### config.mk
export PLATFORM = sky130hd
export DESIGN_NAME = cr16_regfile
export DESIGN_NICKNAME = d
export VERILOG_FILES = /design/src/rtl/cr16_pkg.sv /design/src/rtl/cr16_psr.sv /design/src/rtl/cr16_regfile.sv
export SDC_FILE = /design/constraint.sdc
export NUM_CORES = 1
export LEC_CHECK = 0
export CORE_MARGIN = 3
export CORE_UTILIZATION = 55
export CTS_CLUSTER_SIZE = 30
export DETAILED_ROUTE_END_ITERATION = 6
export DONT_BUFFER_PORTS = 1
export PLACE_DENSITY_LB_ADDON = 0.15
export SLEW_MARGIN = 20
export SYNTH_ARGS = -nofsm -noshare
export SYNTH_HDL_FRONTEND = slang
export SYNTH_SLANG_ARGS = --single-unit
### constraint.sdc
create_clock -name I_CLK -period 21.1 [get_ports I_CLK]
set_input_delay 4.22 -clock I_CLK [delete_from_list [all_inputs] [get_ports I_CLK]]
set_output_delay 4.22 -clock I_CLK [all_outputs]
set_load 0.005 [all_outputs]
### src/rtl/cr16_pkg.sv
// Shared CR16 datapath constants: widths, PSR bit positions and ALU opcodes.
package cr16_pkg;

    localparam int DATA_WIDTH   = 16;
    localparam int ADDR_WIDTH   = 4;
    localparam int STATUS_WIDTH = 5;
    localparam int NUM_REGS     = 2 ** ADDR_WIDTH;

    // PSR bit indices, matching the cr16_alu O_STATUS layout
    localparam int PSR_C = 0;
    localparam int PSR_L = 1;
    localparam int PSR_F = 2;
    localparam int PSR_Z = 3;
    localparam int PSR_N = 4;

    localparam logic [3:0] ALU_ADD  = 4'h0;
    localparam logic [3:0] ALU_ADDU = 4'h1;
    localparam logic [3:0] ALU_ADDC = 4'h2;
    localparam logic [3:0] ALU_SUB  = 4'h3;
    localparam logic [3:0] ALU_SUBC = 4'h4;
    localparam logic [3:0] ALU_CMP  = 4'h5;
    localparam logic [3:0] ALU_AND  = 4'h6;
    localparam logic [3:0] ALU_OR   = 4'h7;
    localparam logic [3:0] ALU_XOR  = 4'h8;
    localparam logic [3:0] ALU_MOV  = 4'h9;
    localparam logic [3:0] ALU_LSH  = 4'hA;
    localparam logic [3:0] ALU_ASH  = 4'hB;

endpackage

### src/rtl/cr16_psr.sv
// Processor status register: loads the ALU status vector when enabled, else holds.
module cr16_psr
    import cr16_pkg::*;
#(
    parameter int WIDTH = STATUS_WIDTH
) (
    input  logic             clk,
    input  logic             rst,
    input  logic             load,
    input  logic [WIDTH-1:0] status,
    output logic [WIDTH-1:0] psr
);

    always_ff @(posedge clk or posedge rst) begin
        if (rst) begin
            psr <= '0;
        end else if (load) begin
            psr <= status;
        end
    end

endmodule

### src/rtl/cr16_regfile.sv
// CR16 register file: one write port, two registered write-first read ports, PSR.
// Optional macro CR16_REGFILE_ZERO_R0_EN hardwires R0 to zero.
module cr16_regfile
    import cr16_pkg::*;
#(
    parameter int DATA_WIDTH   = cr16_pkg::DATA_WIDTH,
    parameter int ADDR_WIDTH   = cr16_pkg::ADDR_WIDTH,
    parameter int STATUS_WIDTH = cr16_pkg::STATUS_WIDTH
) (
    input  logic                    I_CLK,
    input  logic                    I_RESET,
    input  logic                    I_ENABLE,
    input  logic                    I_WE,
    input  logic [ADDR_WIDTH-1:0]   I_WADDR,
    input  logic [DATA_WIDTH-1:0]   I_WDATA,
    input  logic [ADDR_WIDTH-1:0]   I_RADDR_A,
    input  logic [ADDR_WIDTH-1:0]   I_RADDR_B,
    output logic [DATA_WIDTH-1:0]   O_DATA_A,
    output logic [DATA_WIDTH-1:0]   O_DATA_B,
    input  logic                    I_PSR_WE,
    input  logic [STATUS_WIDTH-1:0] I_STATUS,
    output logic [STATUS_WIDTH-1:0] O_PSR
);

    localparam int NREGS = 2 ** ADDR_WIDTH;

`ifdef CR16_REGFILE_ZERO_R0_EN
    localparam bit ZERO_R0 = 1'b1;
`else
    localparam bit ZERO_R0 = 1'b0;
`endif

    logic [DATA_WIDTH-1:0] regs [NREGS];
    logic                  wr_ok;
    logic [DATA_WIDTH-1:0] rd_a;
    logic [DATA_WIDTH-1:0] rd_b;

    always_comb begin
        wr_ok = I_WE && !(ZERO_R0 && (I_WADDR == '0));
    end

    // Write-first: a same-cycle write to the read address wins over the array
    always_comb begin
        rd_a = regs[I_RADDR_A];
        rd_b = regs[I_RADDR_B];
        if (wr_ok && (I_WADDR == I_RADDR_A)) rd_a = I_WDATA;
        if (wr_ok && (I_WADDR == I_RADDR_B)) rd_b = I_WDATA;
        if (ZERO_R0 && (I_RADDR_A == '0)) rd_a = '0;
        if (ZERO_R0 && (I_RADDR_B == '0)) rd_b = '0;
    end

    always_ff @(posedge I_CLK or posedge I_RESET) begin
        if (I_RESET) begin
            for (int i = 0; i < NREGS; i++) begin
                regs[i] <= '0;
            end
        end else if (I_ENABLE && wr_ok) begin
            regs[I_WADDR] <= I_WDATA;
        end
    end

    always_ff @(posedge I_CLK or posedge I_RESET) begin
        if (I_RESET) begin
            O_DATA_A <= '0;
            O_DATA_B <= '0;
        end else if (I_ENABLE) begin
            O_DATA_A <= rd_a;
            O_DATA_B <= rd_b;
        end
    end

    cr16_psr #(
        .WIDTH (STATUS_WIDTH)
    ) u_psr (
        .clk    (I_CLK),
        .rst    (I_RESET),
        .load   (I_ENABLE & I_PSR_WE),
        .status (I_STATUS),
        .psr    (O_PSR)
    );

endmodule

# Word level (Yosys, flattened, before mapping)
# Cells that the tools add are included.
# classes
div,0
magnitude_cmp,4
n_eq_ne,2
reduce_logical,4
n_bitwise,4
n_shift,0
muxes,11
add_sub_neg,0
mul,0
# ops
cell,count
256-bit bitwise mux,1
16-bit binary-select mux with 4-bit select,2
16-bit two-way mux,7
16-bit demux with 4-bit select,1
"5-bit greater-or-equal comparator, second input constant",3
4-bit inverter with 5-bit output,3
4-bit == test,2
"5-bit by 1-bit < comparator with 1-bit output, second input constant",1
1-bit logical AND,4
1-bit AND,1
# totals
out_inout_bits,37
in_bits,38
mem_bits_rw,0
latch_bits,0
wordCells,44
register_bits,293
rom_bits,0
n_memories,0

# Logic depth before layout (Yosys ltp)
# Gate-level depths: netlist (run 1).
# depth
depth_word,6
ltp_mapped,7
mapped_depth_nobuf,4

# By module
# A second synthesis (run 1) with hierarchy kept.
# hier_totals
hier_cells,1053
hier_area_um2,15374.7
# modules_own_cells
mod,area_each_um2,cells_per_inst,seq_area_each_um2,n_inst
cr16_regfile,15189.6,1042,7206.9,1
cr16_psr,185.2,11,125.1,1

# Worst setup path after synthesis (run 1)
# Ideal clock, no wire load.
# synth_timing
kind,in2reg
from,input port I_WADDR[1]
to,register regs[100] (netlist bit)
setup_time_ns,0.125
path_buffers,2
required_time_ns,20.975
arrival_time_ns,5.519
cell_stages,5
slack_ns,15.457
cell_sequence,buf_2 -> nand4b_1 -> nor2_2 -> buf_2 -> mux2_2
# synth_via
elab_chain_len,6
elab_cells_between_ends,7
classes_between,order compare (2); mux (3); bitwise (1); reduce/logical (1)
# synth_lines
item,line_no,text
from (decl),cr16_regfile.sv:14,"input logic [ADDR_WIDTH-1:0] I_WADDR,"
4-bit inverter with 5-bit output (not written as such) (*),cr16_regfile.sv:58,regs[I_WADDR] <= I_WDATA;
5-bit greater-or-equal comparator (not written as such) / 5-bit by 1-bit < comparator with 1-bit output (equally long branches),cr16_regfile.sv:58,
1-bit logical AND (not written as such),cr16_regfile.sv:58,
16-bit two-way mux (not written as such),cr16_regfile.sv:58,
16-bit demux with 4-bit select (*),cr16_regfile.sv:58,
256-bit bitwise mux (*),cr16_regfile.sv:58,
"to (signal, indexed assignment)",cr16_regfile.sv:55,regs[i] <= '0;
"to (signal, indexed assignment)",cr16_regfile.sv:58,
to (decl),cr16_regfile.sv:33,logic [DATA_WIDTH-1:0] regs [NREGS];
# Mark *: on every way between the ends. The rest lies on a longest branch, timed or not.
# A chain may end at the register's enable or synchronous reset.

# Final worst setup path (run 1)
# layout_timing
from,input port I_ENABLE
to,register regs[49] (netlist bit)
# layout_via
elab_chain_len,1
# layout_lines
item,line_no,text
from (decl),cr16_regfile.sv:12,"input logic I_ENABLE,"
1-bit logical AND,cr16_regfile.sv:57,end else if (I_ENABLE && wr_ok) begin
# No other way between the ends.

==> metrics.md, run 1 <==
| Metric | Value |
|---|---|
| Initial antenna violation count | `0` |
| Xor/xnor cell area share of the yosys netlist | `0.456%` |
| Final global-route overflow total | `0` |
| Wire length per cell | `28.7 microns` |
| DIE WIDTH | `between 150 and 200 microns` |
| Vias per cell | `6.80` |
| Placer Congestion | `slightly below 0.8` |
| Num ports | `75` |
| Power Density | `93.8 nW/um^2` |
| Logic pwr share | `17.2%` |
| Final Skew | `0.00671 ns` |
| Yosys reg bits | `293` |
| Share of post-route cells with drive strength above 1 | `45.5%` |
| NetSw | `0.389 mW` |
| Setup violators final | `0` |
| Via Count | `9,487` |
| Post-Syn Instances | `1,052` |
| Area delta synth->final | `6.93%` |
| Hold Path Depth | `1` |
| Achievable frequency | `0.172 GHz` |
| CP Buf/Inv Count | `1` |
| Flop pwr share | `48.6%` |
| Slowest cell delay on critical path | `roughly 0.9 ns` |
| Sequential-to-total area share from yosys stat | `approximately 48%` |
| Area occupied by multi-input gates | `about 7500 sq um` |
| Design Power | `approximately 1.5 mW` |
| First-pass GRT wire length | `61,800 microns` |
| Max cap viols | `0` |
| TritonRoute pass-1 iters | `5` |
| Worst Path Arrival | `around 6.3 ns` |
| Compound-Gate Fraction of Synth Area | `6.09%` |
| Crit path time final | `5.82 ns` |
| Nets | `about 1,000` |
| DRT iter0 DRCs | `786` |
| Peak supply drop | `0.0718 mV` |
| Setup tns final | `0 ns` |
| Power share of the clock group | `about 34%` |
| Core Area | `around 27,000 sq um` |
| Main combinational cell family by area after synthesis | `multiplexers` |
| Adder-Cell Fraction of Synth Area | `0%` |
| Routed WL | `between 40,000 and 50,000 microns` |
| TritonCTS Buffers | `31` |
| Synth warnings | `0` |
| Clock sinks | `293` |
| R2R cell count | `4` |
| GRT Overall Usage | `approximately 27%` |
| Post-Syn Nets | `1,090` |
| Die Y | `173 microns` |
| Leakage | `6.99 nW` |
| Fillers | `roughly 2,100` |
| Worst min-delay path class | `reg2reg` |
| Worst EP required | `21.54 ns` |
| CTS tree | `done` |
| Post-CTS Setup Bufs | `0` |
| DP HPWL | `around 23,000 microns` |
| Starting Density | `56.6%` |
| Final ANT Viol Nets | `0` |
| Simple-gate area share of the yosys netlist | `under 10%` |
| Multiplexer area fraction after synthesis | `39.9%` |
| Largest net degree at the start of global routing | `177` |
| Unrepaired setup endpoints after global routing | `false` |
| Syn Area/Cell | `~15 sq um` |
| Levels on crit path | `4` |
| CP delay by family, top | `simple AND/OR/NAND/NOR gates` |
| CTS Root Cell | `clkbuf_16` |
| Vias in the first global route | `9,942` |
| Kind of critical path | `in2reg` |
| Reg clk slew, reported paths | `approximately 0.060 ns` |
| Post-CTS Resized | `0` |
| Final Max Tran Viols | `0` |
| CP Launch Type | `input pin` |
| CTS max path bufs | `3` |
| Util after Layout | `60.5%` |
| CP Max Fanout | `39` |
| Net switching fraction of the power | `25.2%` |
| Crit path capture type | `flip-flop` |
| CTS H-tree lvls | `1` |
| Ant. Diodes | `0` |
| Synthesized area | `15,400 sq um` |
| Period utilization | `27.6%` |
| CP cell instances | `nand2_2, nor4_4, buf_4, mux2_2` |
| Netlist cell types | `31` |
| Int Pwr | `between 1 and 1.5 mW` |
| Final Hold Viols | `0` |
| Yosys top cell by area | `dfrtp_1` |
| IO buf count | `0` |
| Post-route DRC violation count | `0` |
| Worst-margin pin slew | `between 1 and 1.5 ns` |
| Headroom to the max-slew limit | `33.0%` |
| Post-synth top area share | `47.7%` |
| Worst skew pair latency | `roughly 0.56 ns` |
| Register area | `about 7300 sq um` |
| Synth top area cells | `dfrtp_1, mux2_2, mux4_2` |
| Hold_buf cts | `0` |
| Placement Rows | `60` |
| Slowest CP cell | `nor4_4` |
| Die ar. | `30,000 sq um` |
| Outcome | `complete, no violations` |
cells by family (layout without fill, tap and decap cells):
family	Yosys count	count (layout)
AO/OA/AOI/OAI	130	130
XOR/XNOR	8	8
buffers and inverters	104	76
flip-flops	293	293
multiplexers	453	453
AND/OR/NAND/NOR	64	64
metal layers:
| metal | wire, microns | part of all wire, % | GRT usage [%] | vias to the layer above |
|---|---|---|---|---|
| li1 | - | - | - | 3998 |
| met1 | 17100 | 43 | 37.4 | 5064 |
| met2 | 18300 | 46 | 41.9 | 352 |
| met3 | 3560 | 8.9 | 7.69 | 73 |
| met4 | 1040 | 2.6 | 7.43 | 0 |
| met5 | 0 | 0 | 0 | - |
synth_stat cells:
cell      number
nand4b_1       2
nand4_1        1
buf_1          6
buf_2         30
mux4_2        96
or4_1          1
nor4_4         1
nand2_1       35
xnor2_1        8
a31oi_1       32
nand4_2        2
inv_1          4
mux2_4        10
nand2b_1       6
nor2b_1        2
buf_6          5
o32ai_1       32
nor2_2         9
mux2i_1       64
mux2_1         1
buf_4         22
o21ai_0       32
buf_8          1
dfrtp_1      293
o21a_1         2
nor2_1         3
mux2_2       282
nor3_1         1
a221oi_1      32
nand2_2        1
clkbuf_1      36
layout by cell type (no fill, tap or decap), types with 18 or more instances in the layout:
cell       Yosys  layout
dfrtp_1      293     293
mux2_2       282     282
mux4_2        96      96
mux2i_1       64      64
nand2_1       35      35
a221oi_1      32      32
o21ai_0       32      32
o32ai_1       32      32
a31oi_1       32      32
clkbuf_16      0      31
buf_4         22      18
registers in the layout (all words and copies together), names as in the netlist:
register   count
regs         256
O_DATA_B      16
u_psr.psr      5
O_DATA_A      16
worst reg2reg max path: stages, from the launching register on:
cell and delay (ns):
dfrtp_1 0.39, mux4_2 0.47, mux2_2 0.31, nand2_1 0.08
a31oi_1 0.08
final timing paths:
check                          start          end  slack (ns)
max reg2reg                  regs[1]  O_DATA_B[1]       19.61
max                         I_ENABLE     regs[49]       15.28
min reg2reg                regs[137]    regs[137]        0.52
min                        regs[137]    regs[137]        0.52
min in group asynchronous    I_RESET     regs[19]        3.67
max in group asynchronous    I_RESET    regs[230]       15.96
power by group through the flow:
| stage | clock (mW) | sequential (mW) | combinational, mW |
|---|---|---|---|
| floorplan | 0 | 0.729 | 0.247 |
| global placement | 0 | 0.750 | 0.260 |
| detailed placement | 0 | 0.757 | 0.266 |
| CTS | 0.536 | 0.747 | 0.267 |
| global route | 0.559 | 0.765 | 0.289 |
| finish | 0.526 | 0.750 | 0.266 |
per-stage QoR:
stage	instances	area, sq um	hold WS [ns]	worst slack [ns]
4_1_cts	1396	16400	0.524	15.35
5_1_grt	1396	16400	0.541	15.22
3_3_place_gp	1343	15500	0.500	14.82
2_1_floorplan	1052	15400	0.485	8.79
3_5_place_dp	1343	15500	0.511	14.76
6_report	1396	16400	0.522	15.28
area by class of cell:
type	count	share of cell area, %
multi-input cells	655	45.6
flip-flops and latches	293	44.6
clock buffers	47	5.57
well taps	372	2.83
repair buffers	19	0.944
clock inverters	6	0.335
inverters	4	0.137
(Power assumes the default switching activity.)
==> inputs of run 2 (changes only) <==
==> constraint.sdc (replaced) <==
create_clock -name I_CLK -period 5.4 [get_ports I_CLK]
set_input_delay 1.08 -clock I_CLK [delete_from_list [all_inputs] [get_ports I_CLK]]
set_output_delay 1.08 -clock I_CLK [all_outputs]
set_load 0.005 [all_outputs]
==> run 2 against run 1 <==
Net effect:
- final area increased by 0.67%
- critical path type unchanged
- clock skew rose by 0.013 ns
- register-to-register slack got worse by 16 ns
==> metrics.md, run 2 (synthesis results as in run 1) <==
| Metric | Value |
|---|---|
| Die ar. | `30,000 sq um (unchanged)` |
| Core Area | `27,200 sq um (unchanged)` |
| Headroom to the max-slew limit | `16.3% (was 33.0%)` |
| DP HPWL | `23,200 microns (was 23,400 microns)` |
| Largest regs | `regs (256), O_DATA_A (16), O_DATA_B (16) (unchanged)` |
| Worst skew pair latency | `0.52 ns (was 0.56 ns)` |
| Largest Register | `regs (unchanged)` |
| Worst Path Arrival | `3.12 ns (was 6.26 ns)` |
| Peak supply drop | `0.273 mV (was 0.0718 mV)` |
| Post-route DRC violation count | `0 (unchanged)` |
| Max cap viols | `0 (unchanged)` |
| CP cell instances | `nand2_2, or4_2, mux2_4 (was nand2_2, nor4_4, buf_4, mux2_2)` |
| DP Worst Slack | `2.09 ns (was 14.76 ns)` |
| GRT Overall Usage | `27.3% (was 26.9%)` |
| TritonRoute pass-1 iters | `5 (unchanged)` |
| Period utilization | `50.6%` |
| Leakage | `7.03 nW (was 6.99 nW)` |
| Final Hold Viols | `0 (unchanged)` |
| Achievable frequency | `0.366 GHz` |
| Final Skew | `0.0199 ns (was 0.00671 ns)` |
| Ant. Diodes | `0 (unchanged)` |
| TritonCTS Buffers | `34 (was 31)` |
| CTS Root Cell | `clkbuf_16 (unchanged)` |
| Power Density | `376 nW/um^2 (was 93.8 nW/um^2)` |
| Slowest CP cell | `or4_2 (was nor4_4)` |
| Commonest non-fill, non-tap cell in the layout | `dfrtp_1 (unchanged)` |
| Post-CTS Setup Bufs | `0 (unchanged)` |
| Placement Rows | `60 (unchanged)` |
| DP Area | `15,500 sq um (about the same)` |
| DIE WIDTH | `173 microns (unchanged)` |
| Nets | `1,045 (was 1,042)` |
| Hold_buf cts | `0 (unchanged)` |
| Design Power | `6.22 mW (was 1.54 mW)` |
| Largest net degree at the start of global routing | `144 (was 177)` |
| First-pass GRT wire length | `62,200 microns (was 61,800 microns)` |
| Crit path capture type | `flip-flop (unchanged)` |
| Num ports | `75 (unchanged)` |
| DRT iter0 DRCs | `881 (was 786)` |
| CP Max Fanout | `39 (unchanged)` |
| CTS max path bufs | `3 (unchanged)` |
| Post-route cell area | `16,500 sq um (was 16,400 sq um)` |
| Slowest cell delay on critical path | `1.18 ns (was 0.90 ns)` |
| Share of post-route cells with drive strength above 1 | `46.3% (was 45.5%)` |
| Final ANT Viol Nets | `0 (unchanged)` |
| Crit path time final | `2.73 ns` |
| Die Y | `173 microns (unchanged)` |
| CP Launch Type | `input pin (unchanged)` |
| Outcome | `complete, no violations (unchanged)` |
| Final global-route overflow total | `0 (unchanged)` |
| Final Max Tran Viols | `0 (unchanged)` |
| CTS tree | `done (unchanged)` |
| Placer Congestion | `0.782 (was 0.784)` |
| Number of flip-flops in the largest register | `256 (unchanged)` |
| Final Worst Setup Slack | `2.67 ns (was 15.28 ns)` |
| Setup tns final | `0 ns (unchanged)` |
| Worst min-delay path class | `reg2reg (unchanged)` |
| Kind of critical path | `in2reg (unchanged)` |
| Commonest non-fill, non-tap cells in the layout | `dfrtp_1, mux2_2, mux4_2 (unchanged)` |
| Initial antenna violation count | `0 (unchanged)` |
| Clock sinks | `293 (unchanged)` |
| Starting Density | `56.6% (unchanged)` |
| IO buf count | `0 (unchanged)` |
| Worst EP required | `5.79 ns (was 21.54 ns)` |
| Unrepaired setup endpoints after global routing | `false (unchanged)` |
| Vias per cell | `6.84 (was 6.80)` |
| Post-CTS Resized | `0 (unchanged)` |
| Area delta synth->final | `7.64% (was 6.93%)` |
| Wire length per cell | `29.1 microns (was 28.7 microns)` |
| CTS H-tree lvls | `2 (was 1)` |
| Via Count | `9,575 (was 9,487)` |
| Worst-margin pin slew | `1.25 ns (was 1.01 ns)` |
| Vias in the first global route | `9,838 (was 9,942)` |
| Setup violators final | `0 (unchanged)` |
| Routed WL | `40,700 microns (was 40,100 microns)` |
| Fillers | `2,160 (was 2,115)` |
| Reg clk slew, reported paths | `0.06 ns (about the same)` |
==> run 2: worst paths after layout <==
check,start,slack [ns],cells after the start,end
setup / recovery,I_ENABLE,2.67,3,regs[179]
hold / removal,regs[215],0.52,1,regs[215]
setup reg to reg,regs[13],3.92,4,O_DATA_A[13]
hold reg to reg,regs[215],0.52,1,regs[215]
max in group asynchronous,I_RESET,4.08,2,regs[204]
min in group asynchronous,I_RESET,0.67,2,regs[19]
==> run 2: through the flow <==
step	hold WS [ns]	instances	util [%]
CTS	0.520	1399	60.9
floorplan	0.485	1052	-
global route	0.537	1399	60.9
detailed placement	0.507	1343	56.9
finish	0.517	1399	60.9
global placement	0.495	1343	56.9
==> run 2: power breakdown <==
part	switching (mW)	total [mW]	internal, mW	leakage [nW]
logic	0.351	1.04	0.693	2.79
clock network	0.893	2.24	1.35	0.534
registers	0.314	2.93	2.61	3.71
total	1.56	6.22	4.66	7.03
==> run 2: per-layer routing <==
metal / track usage (%) / vias to the layer above / share of wire [%]
li1: - / 3998 / -
met1: 38.7 / 5099 / 43
met2: 42.3 / 377 / 46
met3: 6.21 / 101 / 7.9
met4: 9.02 / 0 / 3.5
met5: 0 / - / 0
==> run 2: final cells by class <==
type,instances,area [sq um],share of cell area (%)
clock buffer,50,1020,6.18
clock inverter,6,61.3,0.370
inverter,4,18.8,0.113
multi-input combinational,655,7490,45.3
sequential,293,7330,44.3
tap,372,465,2.81
timing repair buffer,19,155,0.937
==> run 2: worst max-delay path, delay by kind of cell <==
| family | cells | cell delay, ns |
|---|---|---|
| muxes | 1 | 0.42 |
| and+or+nand+nor | 2 | 1.59 |
